--- config.mk ---
export PLATFORM = sky130hd
export DESIGN_NAME = p_adder_unit
export DESIGN_NICKNAME = d
export VERILOG_FILES = /design/src/rtl/p_adder_unit_pkg.sv /design/src/rtl/p_adder_unit_bit.sv /design/src/rtl/p_adder_unit.sv
export SDC_FILE = /design/constraint.sdc
export NUM_CORES = 1
export LEC_CHECK = 0
export ABC_CLOCK_PERIOD_IN_PS = 4400
export BUFFER_PORTS_ARGS = -buffer_cell sky130_fd_sc_hd__buf_2
export CAP_MARGIN = 10
export CORE_AREA = 5 5 42 44
export DETAILED_ROUTE_END_ITERATION = 8
export DIE_AREA = 0 0 47 49
export SLEW_MARGIN = 30
export SYNTH_ARGS = -nofsm -noshare
export SYNTH_HDL_FRONTEND = slang
export SYNTH_HIERARCHICAL = 1
export SYNTH_SLANG_ARGS = --single-unit
--- constraint.sdc ---
create_clock -name clk -period 4.4 [get_ports clk]
set_clock_uncertainty 0.1 [all_clocks]
set_input_delay 0 -clock clk [delete_from_list [all_inputs] [get_ports clk]]
set_output_delay 0 -clock clk [all_outputs]
set_load 0.01 [all_outputs]
--- src/rtl/p_adder_unit_pkg.sv ---
// Shared constants for the 5-bit programmable adder/subtractor.
// The op-select codes set how operand B is conditioned before the add.
package p_adder_unit_pkg;

    localparam int WIDTH = 5;

    localparam logic [1:0] OP_ADD  = 2'b00;
    localparam logic [1:0] OP_PASS = 2'b01;
    localparam logic [1:0] OP_SUB  = 2'b10;
    localparam logic [1:0] OP_DEC  = 2'b11;

endpackage

--- src/rtl/p_adder_unit_bit.sv ---
// One bit slice: B conditioning mux followed by a full adder.
module p_adder_bit
    import p_adder_unit_pkg::*;
(
    input  logic a,
    input  logic b,
    input  logic s1,
    input  logic s0,
    input  logic ci,
    output logic sum,
    output logic co
);

    logic bx;

    always_comb begin
        bx = b;
        case ({s1, s0})
            OP_ADD:  bx = b;
            OP_PASS: bx = 1'b0;
            OP_SUB:  bx = ~b;
            OP_DEC:  bx = 1'b1;
            default: bx = b;
        endcase
    end

    assign sum = a ^ bx ^ ci;
    assign co  = (a & bx) | (a & ci) | (bx & ci);

endmodule

--- src/rtl/p_adder_unit.sv ---
// 5-bit ripple-carry adder/subtractor with registered result and carry-out.
// The timer ties b=1, cin=1, select=10 so this computes n-1.
module p_adder_unit
    import p_adder_unit_pkg::*;
(
    input  logic clk,
    input  logic reset,
    input  logic a4,
    input  logic a3,
    input  logic a2,
    input  logic a1,
    input  logic a0,
    input  logic b4,
    input  logic b3,
    input  logic b2,
    input  logic b1,
    input  logic b0,
    input  logic cin,
    input  logic s1,
    input  logic s0,
    output logic o4,
    output logic o3,
    output logic o2,
    output logic o1,
    output logic o0,
    output logic carry
);

    logic [WIDTH-1:0] a_vec;
    logic [WIDTH-1:0] b_vec;
    logic [WIDTH-1:0] sum;
    logic [WIDTH:0]   c;
    logic [WIDTH-1:0] o_reg;
    logic             carry_reg;

    assign a_vec = {a4, a3, a2, a1, a0};
    assign b_vec = {b4, b3, b2, b1, b0};
    assign c[0]  = cin;

    for (genvar i = 0; i < WIDTH; i++) begin : g_chain
        p_adder_bit u_bit (
            .a   (a_vec[i]),
            .b   (b_vec[i]),
            .s1  (s1),
            .s0  (s0),
            .ci  (c[i]),
            .sum (sum[i]),
            .co  (c[i+1])
        );
    end

    // Reset wins over the computation, discarding any in-flight result.
    always_ff @(posedge clk) begin
        if (reset) begin
            o_reg     <= '0;
            carry_reg <= 1'b0;
        end else begin
            o_reg     <= sum;
            carry_reg <= c[WIDTH];
        end
    end

    assign {o4, o3, o2, o1, o0} = o_reg;
    assign carry = carry_reg;

endmodule

* Word level (Yosys, flattened, before mapping)
Cells that the tools add are included.
Storage, ports and cells: register bits after elaboration 6, logic and storage cells 51, output and inout bits 6, bits of input ports 15
Cells by class: equal/unequal tests 3, reductions and logical operators 1, bitwise logic cells 40, mux-type cells 5
Operators with widths (count):
- case mux 1 bit (4 select lines) | 5
- AND 1 bit | 15
- bitwise OR 1 bit | 10
- XOR 1 bit | 10
- inverter 1 bit | 5
- == test 2 bit (second input constant) | 2
- == test 2 x 1 -> 1 bit (second input constant) | 1
- zero test 2 bit | 1

* Depth between registers and ports, before layout
depth after elaboration 17, depth in mapped cells 17, mapped depth without buffers 17

* By module
The synthesis kept the hierarchy.
Modules (own cells, without submodules):
- p_adder_bit | times used 5, seq. area each 0.0 um^2, cells an instance 7, area each 57.6 um^2
- p_adder_unit | times used 1, seq. area each 120.1 um^2, cells an instance 12, area each 157.7 um^2

* Worst setup path after synthesis
OpenSTA, ideal clock, no wires.
path type input port to flip-flop, from in b0, to reg o_reg[4], buffers on the path 0, path slack 1.495 ns, setup time 0.114 ns, stages 17, arrival time 2.691 ns, data required time 4.186 ns, path through nor2b_4 -> xnor2_1 -> fa_1 -> inv_1 -> inv_1 -> fa_1 -> inv_1 -> inv_1 -> fa_1 -> inv_1 -> inv_1 -> fa_1 -> inv_1 -> inv_1 -> fa_1 -> inv_1 -> nor2b_1
On the way: cells in the longest elaborated chain, start to end 15, elaborated cells on any way between the ends 19, classes of those cells mux: 1; bitwise: 18
Ends and longest elaborated chain:
- start: declaration | RTL line p_adder_unit.sv:17 | input logic b0,
- inverter 1 bit | RTL line p_adder_unit_bit.sv:21 | OP_SUB: bx = ~b;
- case mux 1 bit (4 select lines) * | RTL line p_adder_unit_bit.sv:18 | case ({s1, s0})
- AND 1 bit | RTL line p_adder_unit_bit.sv:28 | assign co = (a & bx) | (a & ci) | (bx & ci);
- bitwise OR 1 bit | RTL line p_adder_unit_bit.sv:28
- bitwise OR 1 bit * | RTL line p_adder_unit_bit.sv:28
- via c[1] | RTL line p_adder_unit.sv:32 | logic [WIDTH:0] c;
- AND 1 bit | RTL line p_adder_unit_bit.sv:28
- bitwise OR 1 bit | RTL line p_adder_unit_bit.sv:28
- [1 not listed]
- via c[2] | RTL line p_adder_unit.sv:32
- [2 not listed]
- bitwise OR 1 bit * | RTL line p_adder_unit_bit.sv:28
- via c[3] | RTL line p_adder_unit.sv:32
- AND 1 bit | RTL line p_adder_unit_bit.sv:28
- bitwise OR 1 bit | RTL line p_adder_unit_bit.sv:28
- bitwise OR 1 bit * | RTL line p_adder_unit_bit.sv:28
- via c[4] | RTL line p_adder_unit.sv:32
- XOR 1 bit * | RTL line p_adder_unit_bit.sv:27 | assign sum = a ^ bx ^ ci;
- via sum[4] | RTL line p_adder_unit.sv:31 | logic [WIDTH-1:0] sum;
- end signal: assignment | RTL line p_adder_unit.sv:58 | o_reg <= sum;
- end: declaration | RTL line p_adder_unit.sv:33 | logic [WIDTH-1:0] o_reg;
The timed path passes the listed nets; every way through them passes the cells marked *. A chain may end at the register's enable or synchronous reset.

* Worst setup path after layout
from in s0, to reg o_reg[4]
On the way: cells in the longest elaborated chain, start to end 15, elaborated cells on any way between the ends 30, classes of those cells eq/ne: 3; mux: 5; bitwise: 21; reduce/logical: 1
Ends and longest elaborated chain:
- start: declaration | RTL line p_adder_unit.sv:20 | input logic s0,
- == test 2 bit, or another cell as far along | RTL line p_adder_unit_bit.sv:18
- case mux 1 bit (4 select lines) * | RTL line p_adder_unit_bit.sv:18
- AND 1 bit | RTL line p_adder_unit_bit.sv:28
- bitwise OR 1 bit | RTL line p_adder_unit_bit.sv:28
- bitwise OR 1 bit * | RTL line p_adder_unit_bit.sv:28
- via c[1] | RTL line p_adder_unit.sv:32
- AND 1 bit | RTL line p_adder_unit_bit.sv:28
- bitwise OR 1 bit | RTL line p_adder_unit_bit.sv:28
- [1 not listed]
- via c[2] | RTL line p_adder_unit.sv:32
- [2 not listed]
- bitwise OR 1 bit * | RTL line p_adder_unit_bit.sv:28
- via c[3] | RTL line p_adder_unit.sv:32
- AND 1 bit | RTL line p_adder_unit_bit.sv:28
- bitwise OR 1 bit | RTL line p_adder_unit_bit.sv:28
- bitwise OR 1 bit * | RTL line p_adder_unit_bit.sv:28
- via c[4] | RTL line p_adder_unit.sv:32
- XOR 1 bit * | RTL line p_adder_unit_bit.sv:27
- via sum[4] | RTL line p_adder_unit.sv:31
Marked as above.

==> results.toml <==
[outcome]
status = "completed"

[logic_synthesis]
synth_fp_nets = 67
ys.flop_type = "dfxtp_1"
avgSynthCellArea_um2 = 9.477
synth_seq_cells = 6
ys_async_sr_fraction_pct = 0
synth-edff-count = 0
syn-cell-area_um2 = 445.4
synth_top_area_share_pct = 26.97
synth_cells = 47
yosysSeqAreaShare_pct = 26.97
ys_top_cells_by_count = "inv_1 (20), dfxtp_1 (6), nor2b_1 (6)"
synth_cell_types = 6
synth_warnings = 6
yosysMostFrequentCell = "inv_1"
synth_area_leader_cell = "dfxtp_1"
synth_area_leaders = "dfxtp_1 (27%), fa_1 (22%), inv_1 (17%)"

[floorplanning]
die_area_mm2 = 0.002303
row_count = 14
pin_count = 21
coreArea_mm2 = 0.001401
start_util_pct = 31.79
die_w_um = 47
die_y_um = 49

[detailed_routing]
drtPass1Iterations = 1
drt_iter0_markers = 0
finalWirelength_um = 672
antenna_left = 0
drc = 0
wire_per_inst_um = 7.724
vias = 321
routed_via_density = 3.690

[clocking]
clkTransAtPathRegs_ns = 0.04
htreeDepth = 1
cts_buffers = 3
cts_setup_buffers = 0
cts_buffer_depth = 2
cts.sinks = 6
hold_buffers = 1
cts-root-buf = "clkbuf_4"
cts_tree = "built"
cts_resized = 0

[layout]
fin_area_um2 = 598.1
areaGrowthSynthToFinish_pct = 34.27
drive_gt1_share_pct = 39.44
largest_reg_flops = 5
layout.nets = 93
fillCellCount = 158
diodes = 0

[sta]
period_share_pct = 67.54
relSlewSlack_pct = 83.79
worst_pin_slew_ns = 0.2432
max_clock_freq_mhz = 336.5
fin_tns_setup_ns = 0
hold_slack_ns = 0.1756
hold_viol = 0
fin_crit_ns = 2.972
rsz0062_at_grt = "false"
setup_viol = 0
maxSlewViolCount = 0
setup_slack_ns = 1.428

[grt]
grt_max_degree = 7
grt_first_pass_wirelength_um = 1145
antenna_found_initial = 0
track_usage_pct = 6.945
grt-ovfl-total = 0
grt_pass1_vias = 342

[power_and_ir_drop]
leakage_nw = 0.3526
max-vdd-ir-drop_v = 0.00007856
cellPowerDensity_mw_per_mm2 = 285.9

[setup_path]
slowest_stage = "fa_1"
end_kind = "flip-flop"
path_cells = "buf_2, nor2b_4, xnor2_1, fa_1, inv_1, inv_1, fa_1, inv_1, inv_1, fa_1, inv_1, inv_1, fa_1, inv_1, inv_1, fa_1, inv_1, nor2b_1"
cp.required_ns = 4.43
worstPathArrival_ns = 3.00
start_kind = "input pin"
max_stage_delay_ns = 0.49
critPathKind = "input pin to flip-flop"
crit_top_cell = "inv_1"
cp_max_fo = 5

[run]
maxCapViolCount = 0

[placed_design]
hpwl_um = 637.5
gp_congestion = 0.6188
placed_area_um2 = 565.5
dp_slack_ns = 1.158
numPortBuffers = 20

[worst_hold_path]
hold_class = "input pin to flip-flop"
path summary, 6_finish.rpt:
kind / from / to / slack, ns / cells after the start
max: s0 / o_reg[4]$_SDFF_PP0_ / 1.43 / 18
min: a4 / o_reg[4]$_SDFF_PP0_ / 0.18 / 5
cell usage in the layout, fill, tap and decap left out, drive strengths merged:
cell,instances
xnor2,5
nor2b,11
dlygate4sd3,1
clkbuf,3
dfxtp,6
buf,20
inv,20
fa,5
per-layer routing:
layer / routed length [um] / up-vias / track usage (%) / part of all wire (%)
met5: 0 / - / 0 / 0
met4: 0 / 0 / 5.530 / 0
met3: 74 / 0 / 1.476 / 11
met2: 375 / 13 / 12.22 / 56
met1: 222 / 139 / 6.278 / 33
li1: - / 169 / - / -
worst max-delay path, delay by kind of cell:
kind | cells | cell delay, ns
xor+xnor | 1 | 0.14
fa+ha+maj | 5 | 1.99
buf+inv | 10 | 0.67
simple gates | 2 | 0.17
final cells by class:
type	instances	area, um2	area share [%]
clock buffers	3	22.52	3.766
multi-input cells	21	250.2	41.84
well taps	16	20.02	3.347
inverters	20	75.07	12.55
flip-flops and latches	6	120.1	20.08
repair buffers	21	110.1	18.41
cell families after synthesis:
logic type | Yosys count | synth area share [%]
XOR/XNOR | 5 | 9.831
adder cells (fa/ha/maj) | 5 | 22.47
buffers and inverters | 20 | 16.85
AND/OR/NAND/NOR | 11 | 23.88
flip-flops | 6 | 26.97
per-stage QoR:
step / power (mW) / utilization [%] / std cells
CTS: 0.1741 / 42.68 / 87
detailed placement: 0.1258 / 40.36 / 83
floorplan: 0.1043 / - / 47
global route: 0.1883 / 42.68 / 87
finish: 0.1710 / 42.68 / 87
global placement: 0.1236 / 40.36 / 83
power breakdown:
part | internal, mW | total [mW] | switching [mW]
sequential | 0.0631 | 0.0644 | 0.00132
clock | 0.0306 | 0.0472 | 0.0165
combinational | 0.0311 | 0.0594 | 0.0283
total | 0.125 | 0.171 | 0.0462
Note: power is estimated with default switching activity, not from simulation.
